### src/rtl/fetch_unit.sv
// Instruction fetch stage: owns the fetch PC, keeps one imem request in flight, and buffers one instruction for decode.
// Optional FETCH_ALIGN_CHECK_EN: misaligned redirects deliver a flagged NOP instead of fetching.
module fetch_unit #(
    parameter logic [31:0] RESET_PC = 32'h0000_0000
) (
    input  logic        clk,
    input  logic        rst,
    input  logic        redirect_valid,
    input  logic [31:0] redirect_pc,
    output logic        imem_req_valid,
    input  logic        imem_req_ready,
    output logic [31:0] imem_req_addr,
    input  logic        imem_rsp_valid,
    input  logic [31:0] imem_rsp_data,
    output logic        if_valid,
    input  logic        if_ready,
    output logic [31:0] if_pc,
    output logic [31:0] if_instr,
    output logic        if_misaligned
);

    // Handshakes: a transfer happens on a rising edge where valid && ready are both high;
    // valid never depends combinationally on ready, and payload is held while valid && !ready.

    typedef enum logic [1:0] {REQ, WAIT, HOLD} state_t;

    state_t      state, state_n;
    logic [31:0] fetch_pc, fetch_pc_n;
    logic [31:0] req_pc, req_pc_n;
    logic        drop, drop_n;
    logic        started;
    logic        valid_n, mis_n;
    logic [31:0] pc_n, instr_n;
    logic [31:0] redirect_target;
    logic        misaligned_redirect;
    logic        req_fire;

`ifdef FETCH_ALIGN_CHECK_EN
    assign redirect_target     = redirect_pc;
    assign misaligned_redirect = (redirect_pc[1:0] != 2'b00);
`else
    assign redirect_target     = {redirect_pc[31:2], 2'b00};
    assign misaligned_redirect = 1'b0;
`endif

    // started is a register so the request stays low throughout reset without a path from rst.
    assign imem_req_valid = started && (state == REQ);
    assign imem_req_addr  = fetch_pc;
    assign req_fire       = imem_req_valid && imem_req_ready;

    always_ff @(posedge clk or posedge rst) begin
        if (rst) begin
            state         <= REQ;
            fetch_pc      <= RESET_PC;
            req_pc        <= 32'h0;
            drop          <= 1'b0;
            started       <= 1'b0;
            if_valid      <= 1'b0;
            if_pc         <= 32'h0;
            if_instr      <= 32'h0;
            if_misaligned <= 1'b0;
        end else begin
            state         <= state_n;
            fetch_pc      <= fetch_pc_n;
            req_pc        <= req_pc_n;
            drop          <= drop_n;
            started       <= 1'b1;
            if_valid      <= valid_n;
            if_pc         <= pc_n;
            if_instr      <= instr_n;
            if_misaligned <= mis_n;
        end
    end

    always_comb begin
        state_n    = state;
        fetch_pc_n = fetch_pc;
        req_pc_n   = req_pc;
        drop_n     = drop;
        valid_n    = if_valid;
        pc_n       = if_pc;
        instr_n    = if_instr;
        mis_n      = if_misaligned;

        case (state)
            REQ: begin
                if (req_fire) begin
                    req_pc_n   = fetch_pc;
                    fetch_pc_n = fetch_pc + 32'd4;
                    state_n    = WAIT;
                end
            end
            WAIT: begin
                if (imem_rsp_valid) begin
                    if (drop) begin
                        drop_n  = 1'b0;
                        state_n = REQ;
                    end else begin
                        valid_n = 1'b1;
                        pc_n    = req_pc;
                        instr_n = imem_rsp_data;
                        mis_n   = 1'b0;
                        state_n = HOLD;
                    end
                end
            end
            HOLD: begin
                if (if_valid && if_ready) begin
                    valid_n = 1'b0;
                    // A delivered misalignment trap parks here until execute redirects.
                    if (!if_misaligned) state_n = REQ;
                end
            end
            default: state_n = REQ;
        endcase

        if (redirect_valid) begin
            fetch_pc_n = redirect_target;
            valid_n    = 1'b0;
            pc_n       = if_pc;
            instr_n    = if_instr;
            mis_n      = 1'b0;
            case (state)
                REQ: begin
                    // An accepted request cannot be recalled; its response is dropped instead.
                    state_n = req_fire ? WAIT : REQ;
                    drop_n  = req_fire;
                end
                WAIT: begin
                    if (imem_rsp_valid) begin
                        drop_n  = 1'b0;
                        state_n = REQ;
                    end else begin
                        drop_n  = 1'b1;
                        state_n = WAIT;
                    end
                end
                default: state_n = REQ;
            endcase
            if (misaligned_redirect) begin
                valid_n = 1'b1;
                pc_n    = redirect_pc;
                instr_n = 32'h0000_0013;
                mis_n   = 1'b1;
                state_n = HOLD;
            end
        end
    end

endmodule

### config.mk
export PLATFORM = sky130hd
export DESIGN_NAME = fetch_unit
export DESIGN_NICKNAME = d
export VERILOG_FILES = /design/src/rtl/fetch_unit.sv
export SDC_FILE = /design/constraint.sdc
export NUM_CORES = 1
export LEC_CHECK = 0
export ABC_AREA = 1
export CAP_MARGIN = 20
export CORE_ASPECT_RATIO = 1.5
export CORE_MARGIN = 2
export CORE_UTILIZATION = 52
export CTS_CLUSTER_SIZE = 20
export DETAILED_ROUTE_END_ITERATION = 16
export GPL_TIMING_DRIVEN = 0
export HOLD_SLACK_MARGIN = 0.02
export PLACE_DENSITY = 0.95
export SLEW_MARGIN = 20
export SYNTH_ARGS = -nofsm -noshare
export SYNTH_HDL_FRONTEND = slang
export SYNTH_SLANG_ARGS = --single-unit
### constraint.sdc
create_clock -name clk -period 11.7 [get_ports clk]
set_input_delay 1.755 -clock clk [delete_from_list [all_inputs] [get_ports clk]]
set_output_delay 1.755 -clock clk [all_outputs]
set_load 0.05 [all_outputs]
Word-level counts from Yosys, hierarchy flattened
Index checks and enable logic that the tools add are counted.
{ "op_classes": {"n_mux": 27, "eq_ne": 8, "reduce_logical": 15, "bitwise": 2, "n_addsub": 1} }
{ "op_table": {"columns": ["cell", "count"], "rows": [
  ["$mux 32", 3],
  ["$add 32x3->32 const B", 1],
  ["$ne 3x3->1 const B", 5],
  ["$mux 1", 14],
  ["$mux 2", 6],
  ["$reduce_and 4->1", 3],
  ["$reduce_bool 2->1", 4],
  ["$pmux 1 s2", 3],
  ["$pmux 2 s3", 1],
  ["$reduce_and 2->1", 2],
  ["$logic_and 1x1->1", 3],
  ["$reduce_and 3->1", 1],
  ["$reduce_bool 3->1", 1],
  ["$eq 2x1->1 const B", 1],
  ["$eq 2x2->1 const B", 1],
  ["$logic_not 2->1", 1],
  ["$ne 2x2->1 const B", 1],
  ["$not 1->1", 2]
]} }
{ "totals": {"register_bits": 134, "elab_cells": 62, "out_inout_bits": 99, "input_bits": 70} }

Logic depth before layout (Yosys ltp)
{ "depth": {"ltp_word": 6, "mapped_depth": 9, "depth_no_buf": 9} }

Worst setup path after synthesis
Ideal clock, no wire load.
{ "synth_path": {"kind": "reg2out", "startpoint": "register state[1]", "endpoint": "output port imem_req_valid", "arrival_time_ns": 1.568, "required_time_ns": 9.945, "stages_incl_launch_ff": 2, "n_path_buf": 0, "slack_ns": 8.377, "path_cell_list": "dfrtp_1 > nor3b_1"} }
{ "synth_between": {"elab_chain_len": 2} }
{ "synth_lines": {"columns": ["item", "line_no", "rtl"], "rows": [
  ["start: declaration", "27", "state_t state, state_n;"],
  ["start signal: assignment", "63", "state <= state_n;"],
  ["$logic_not 2->1", "47", "assign imem_req_valid = started && (state == REQ);"],
  ["$logic_and 1x1->1", "47", null],
  ["end: declaration", "10", "output logic imem_req_valid,"]
]} }
No other way between the ends.

Worst setup path after layout
Same ends and word-level chain as after synthesis.

==> results_dict.tcl <==
set metrics [dict create \
    cpLargestDelayFamily "buffers and inverters" \
    post_drt_wl_per_cell_um 15.4 \
    hold_path_class "reg -> reg" \
    skew_ps 5.58 \
    viasPerCell 5.23 \
    ys_ff_latch 127 \
    relSlewSlack 0.536 \
    p_comb_frac 0.426 \
    netlist.area_leader.share 0.532 \
    row_count 47 \
    track_usage 0.278 \
    p_sw_frac 0.428 \
    critPathLaunchType "flip-flop" \
    firstDrtPassIters 5 \
    r2r_slack_ps 9940 \
    ios 169 \
    antenna_found_initial 0 \
    critical_path.max_fanout 5 \
    dp_hpwl_um 12200 \
    clkLatencyLatePin_ps 410 \
    synthTopCellsByCount "349 x nand2_1, 127 x dfrtp_1, 63 x inv_1" \
    yosys.area_share.simple 0.314 \
    fin_util 0.754 \
    fmax_mhz 275 \
    grt_pass1_wl_um 26900 \
    cp.required_ps 9950 \
    hold_ws_ps 475 \
    setup_viol_count_final 0 \
    route.vias.total 5772 \
    max_cap_viol_count 0 \
    numCtsBuffers 17 \
    area_growth_pct 40.5 \
    crit_chain "nor3b_1, clkdlybuf4s50_1" \
    p_leak_nw 4.13 \
    ant_nets 0 \
    synth_top_family_by_area "simple AND/OR/NAND/NOR gates" \
    clock-sinks 127 \
    power_switching_mw 0.884 \
    startpoint "state[1]$_DFFE_PP0P_" \
    cts_max_level 4 \
    overflow 0 \
    die-area_um2 12400 \
    fin_setup_tns_ps 0 \
    p_clk_frac 0.247 \
    synth_warnings 0 \
    synth_top_cell_by_area "dfrtp_1" \
    internal_power_mw 1.18 \
    status "finished, final reports clean" \
    hold_buffers 0 \
    syn-instance-count 759 \
    final_nets 1014 \
    slowest_delay_ps 850 \
    reg2reg_from "imem_req_addr[3]$_DFFE_PP0P_" \
    setup.worst_path.end_class "output pin" \
    drv_slew 0 \
    fin_crit_sh 0.310 \
    powerDensity_nw_per_um2 247 \
    clk_path_buf_depth 2 \
    syn_area_um2 5970 \
    rsz0062_at_grt "no" \
    grt_max_degree 82 \
    fillers 766 \
    antenna_cells 0 \
    cts.clk_slew.worst_paths_ps 50 \
    drtIter0Drc 474 \
    synth-xor-area-share 0.0101 \
    yosysSeqAreaShare 0.532 \
    drt_wl_total_um 17000 \
    slowest_stage "clkdlybuf4s50_1" \
    period_minus_slack_ps 3630 \
    synth-compound-area-share 0.0662 \
    core-area_um2 11100 \
    vdd_drop_max_mv 0.134 \
    yosysUniqueCellTypes 28 \
    final_layout_size_suffix_gt1_frac 0.0973 \
    cp.arrival_ps 1880 \
    drc_errors 0 \
    synthAdderAreaFrac 0.00210 \
    p_seq_frac 0.327 \
    fp.dieW_um 91.5 \
    gp_congestion 0.921 \
    io_buffer_count 160 \
    synthMuxAreaShare 0 \
    start_util 0.537 \
    ys.flop_type "dfrtp_1" \
    cts_resized 0 \
    crit_type "reg -> out" \
    tightest_slew_ps 696 \
    hp-start "if_instr[27]$_DFFE_PP0P_" \
    hold_viol_final 0 \
    cts_tree "done" \
    die_h_um 135 \
    postSynthAreaPerCell_um2 7.86 \
    synth-async-reset-ratio 1.00 \
    cts-root-buf "clkbuf_16" \
    synthMostInstantiatedCell "nand2_1" \
    timing.critical_path.buf_inv 1 \
    synth_edf_count 0 \
    synth.area.top_cells "dfrtp_1 53%, nand2_1 22%, o21ai_0 5.0%" \
    cts_setup_buffers 0 \
    first_global_vias 5690 \
]
[cell usage in the layout, fill, tap and decap left out]
cell	netlist	routed
nand2_1	349	349
clkdlybuf4s50_1	0	160
dfrtp_1	127	127
inv_1	63	62
o21ai_0	60	60
nand3_1	44	44
nor2_1	22	22
buf_2	19	19
clkbuf_16	0	17
buf_4	9	9
nor2_2	8	8
nor2_4	8	8
inv_2	6	6
clkbuf_1	6	6
conb_1	2	6
o211ai_1	5	5
clkinvlp_4	0	5
nand2_2	4	4
o21ai_1	4	4
xor2_1	4	4
clkinv_2	0	4
nand4_1	3	3
a21oi_1	3	3
o21bai_1	3	3
clkinv_4	0	3
nand2_4	2	2
and2_1	2	2
bufinv_16	0	2
nand4_2	1	1
nor2_8	1	1
nor3b_1	1	1
inv_6	0	1
xnor2_1	1	1
xor2_2	1	1
ha_1	1	1
clkbuf_8	0	1
buf_16	0	1
[metrics by stage]
| step | instance area [um2] | worst slack, ps | cells | power, mW |
|---|---|---|---|---|
| final | 8390 | 8070 | 1103 | 2.07 |
| after global routing | 8390 | 8000 | 1103 | 2.15 |
| after CTS | 8390 | 8050 | 1103 | 2.08 |
| after detailed placement | 7800 | 8480 | 1071 | 1.56 |
| after global placement | 7770 | 4900 | 1070 | 1.53 |
| after floorplan | 5980 | 6560 | 763 | 1.23 |
[state kept, by name (all words and copies together), names as in the netlist]
register / flops
drop: 1
if_instr: 32
if_pc: 30
if_valid: 1
imem_req_addr: 30
req_pc: 30
started: 1
state: 2
[cell families after synthesis]
group                    after synthesis
AND/OR/NAND/NOR                      445
flip-flops                           127
buffers and inverters                103
AO/OA/AOI/OAI                         75
XOR/XNOR                               6
other                                  2
adder cells (fa/ha/maj)                1
[per-layer routing]
| metal | global-route usage | wire length, um | vias up |
|---|---|---|---|
| met4 | 0.150 | 718 | 0 |
| met5 | 0 | 0 | - |
| met1 | 0.307 | 6230 | 2691 |
| met3 | 0.0529 | 1140 | 66 |
| met2 | 0.500 | 8880 | 306 |
| li1 | - | - | 2709 |
[worst paths after layout]
path	end	cells past startpoint
max	imem_req_valid	2
min	if_instr[27]$_DFFE_PP0P_	2
max reg2reg	imem_req_addr[14]$_DFFE_PP0P_	8
min reg2reg	if_instr[27]$_DFFE_PP0P_	2
max in group asynchronous	req_pc[10]$_DFFE_PP0P_	3
min in group asynchronous	if_instr[15]$_DFFE_PP0P_	2
[area by class of cell]
cell class	count	area, um2	share of cell area
timing repair buffer	161	1630	0.194
buffer	34	185	0.0221
sequential	127	3180	0.379
clock inverter	14	144	0.0172
inverter	69	264	0.0315
tap	147	184	0.0219
multi-input combinational	533	2360	0.282
clock buffer	18	439	0.0524
[worst reg2reg max path, cell delays in order (launching register included)]
cell	delay, ps
dfrtp_1	460
ha_1	260
nand2_1	80
nor2_2	190
nand2_4	160
nor2_4	190
nand2_1	100
nand3_1	120
nand3_1	80
[power by group through the flow]
stage               registers, mW  logic (mW)  clock network [mW]
floorplan                    1.06       0.171                   0
global placement            0.670       0.861                   0
detailed placement          0.678       0.878                   0
CTS                         0.673       0.886               0.516
global route                0.690       0.928               0.536
finish                      0.675       0.880               0.512
(Power assumes the default switching activity.)
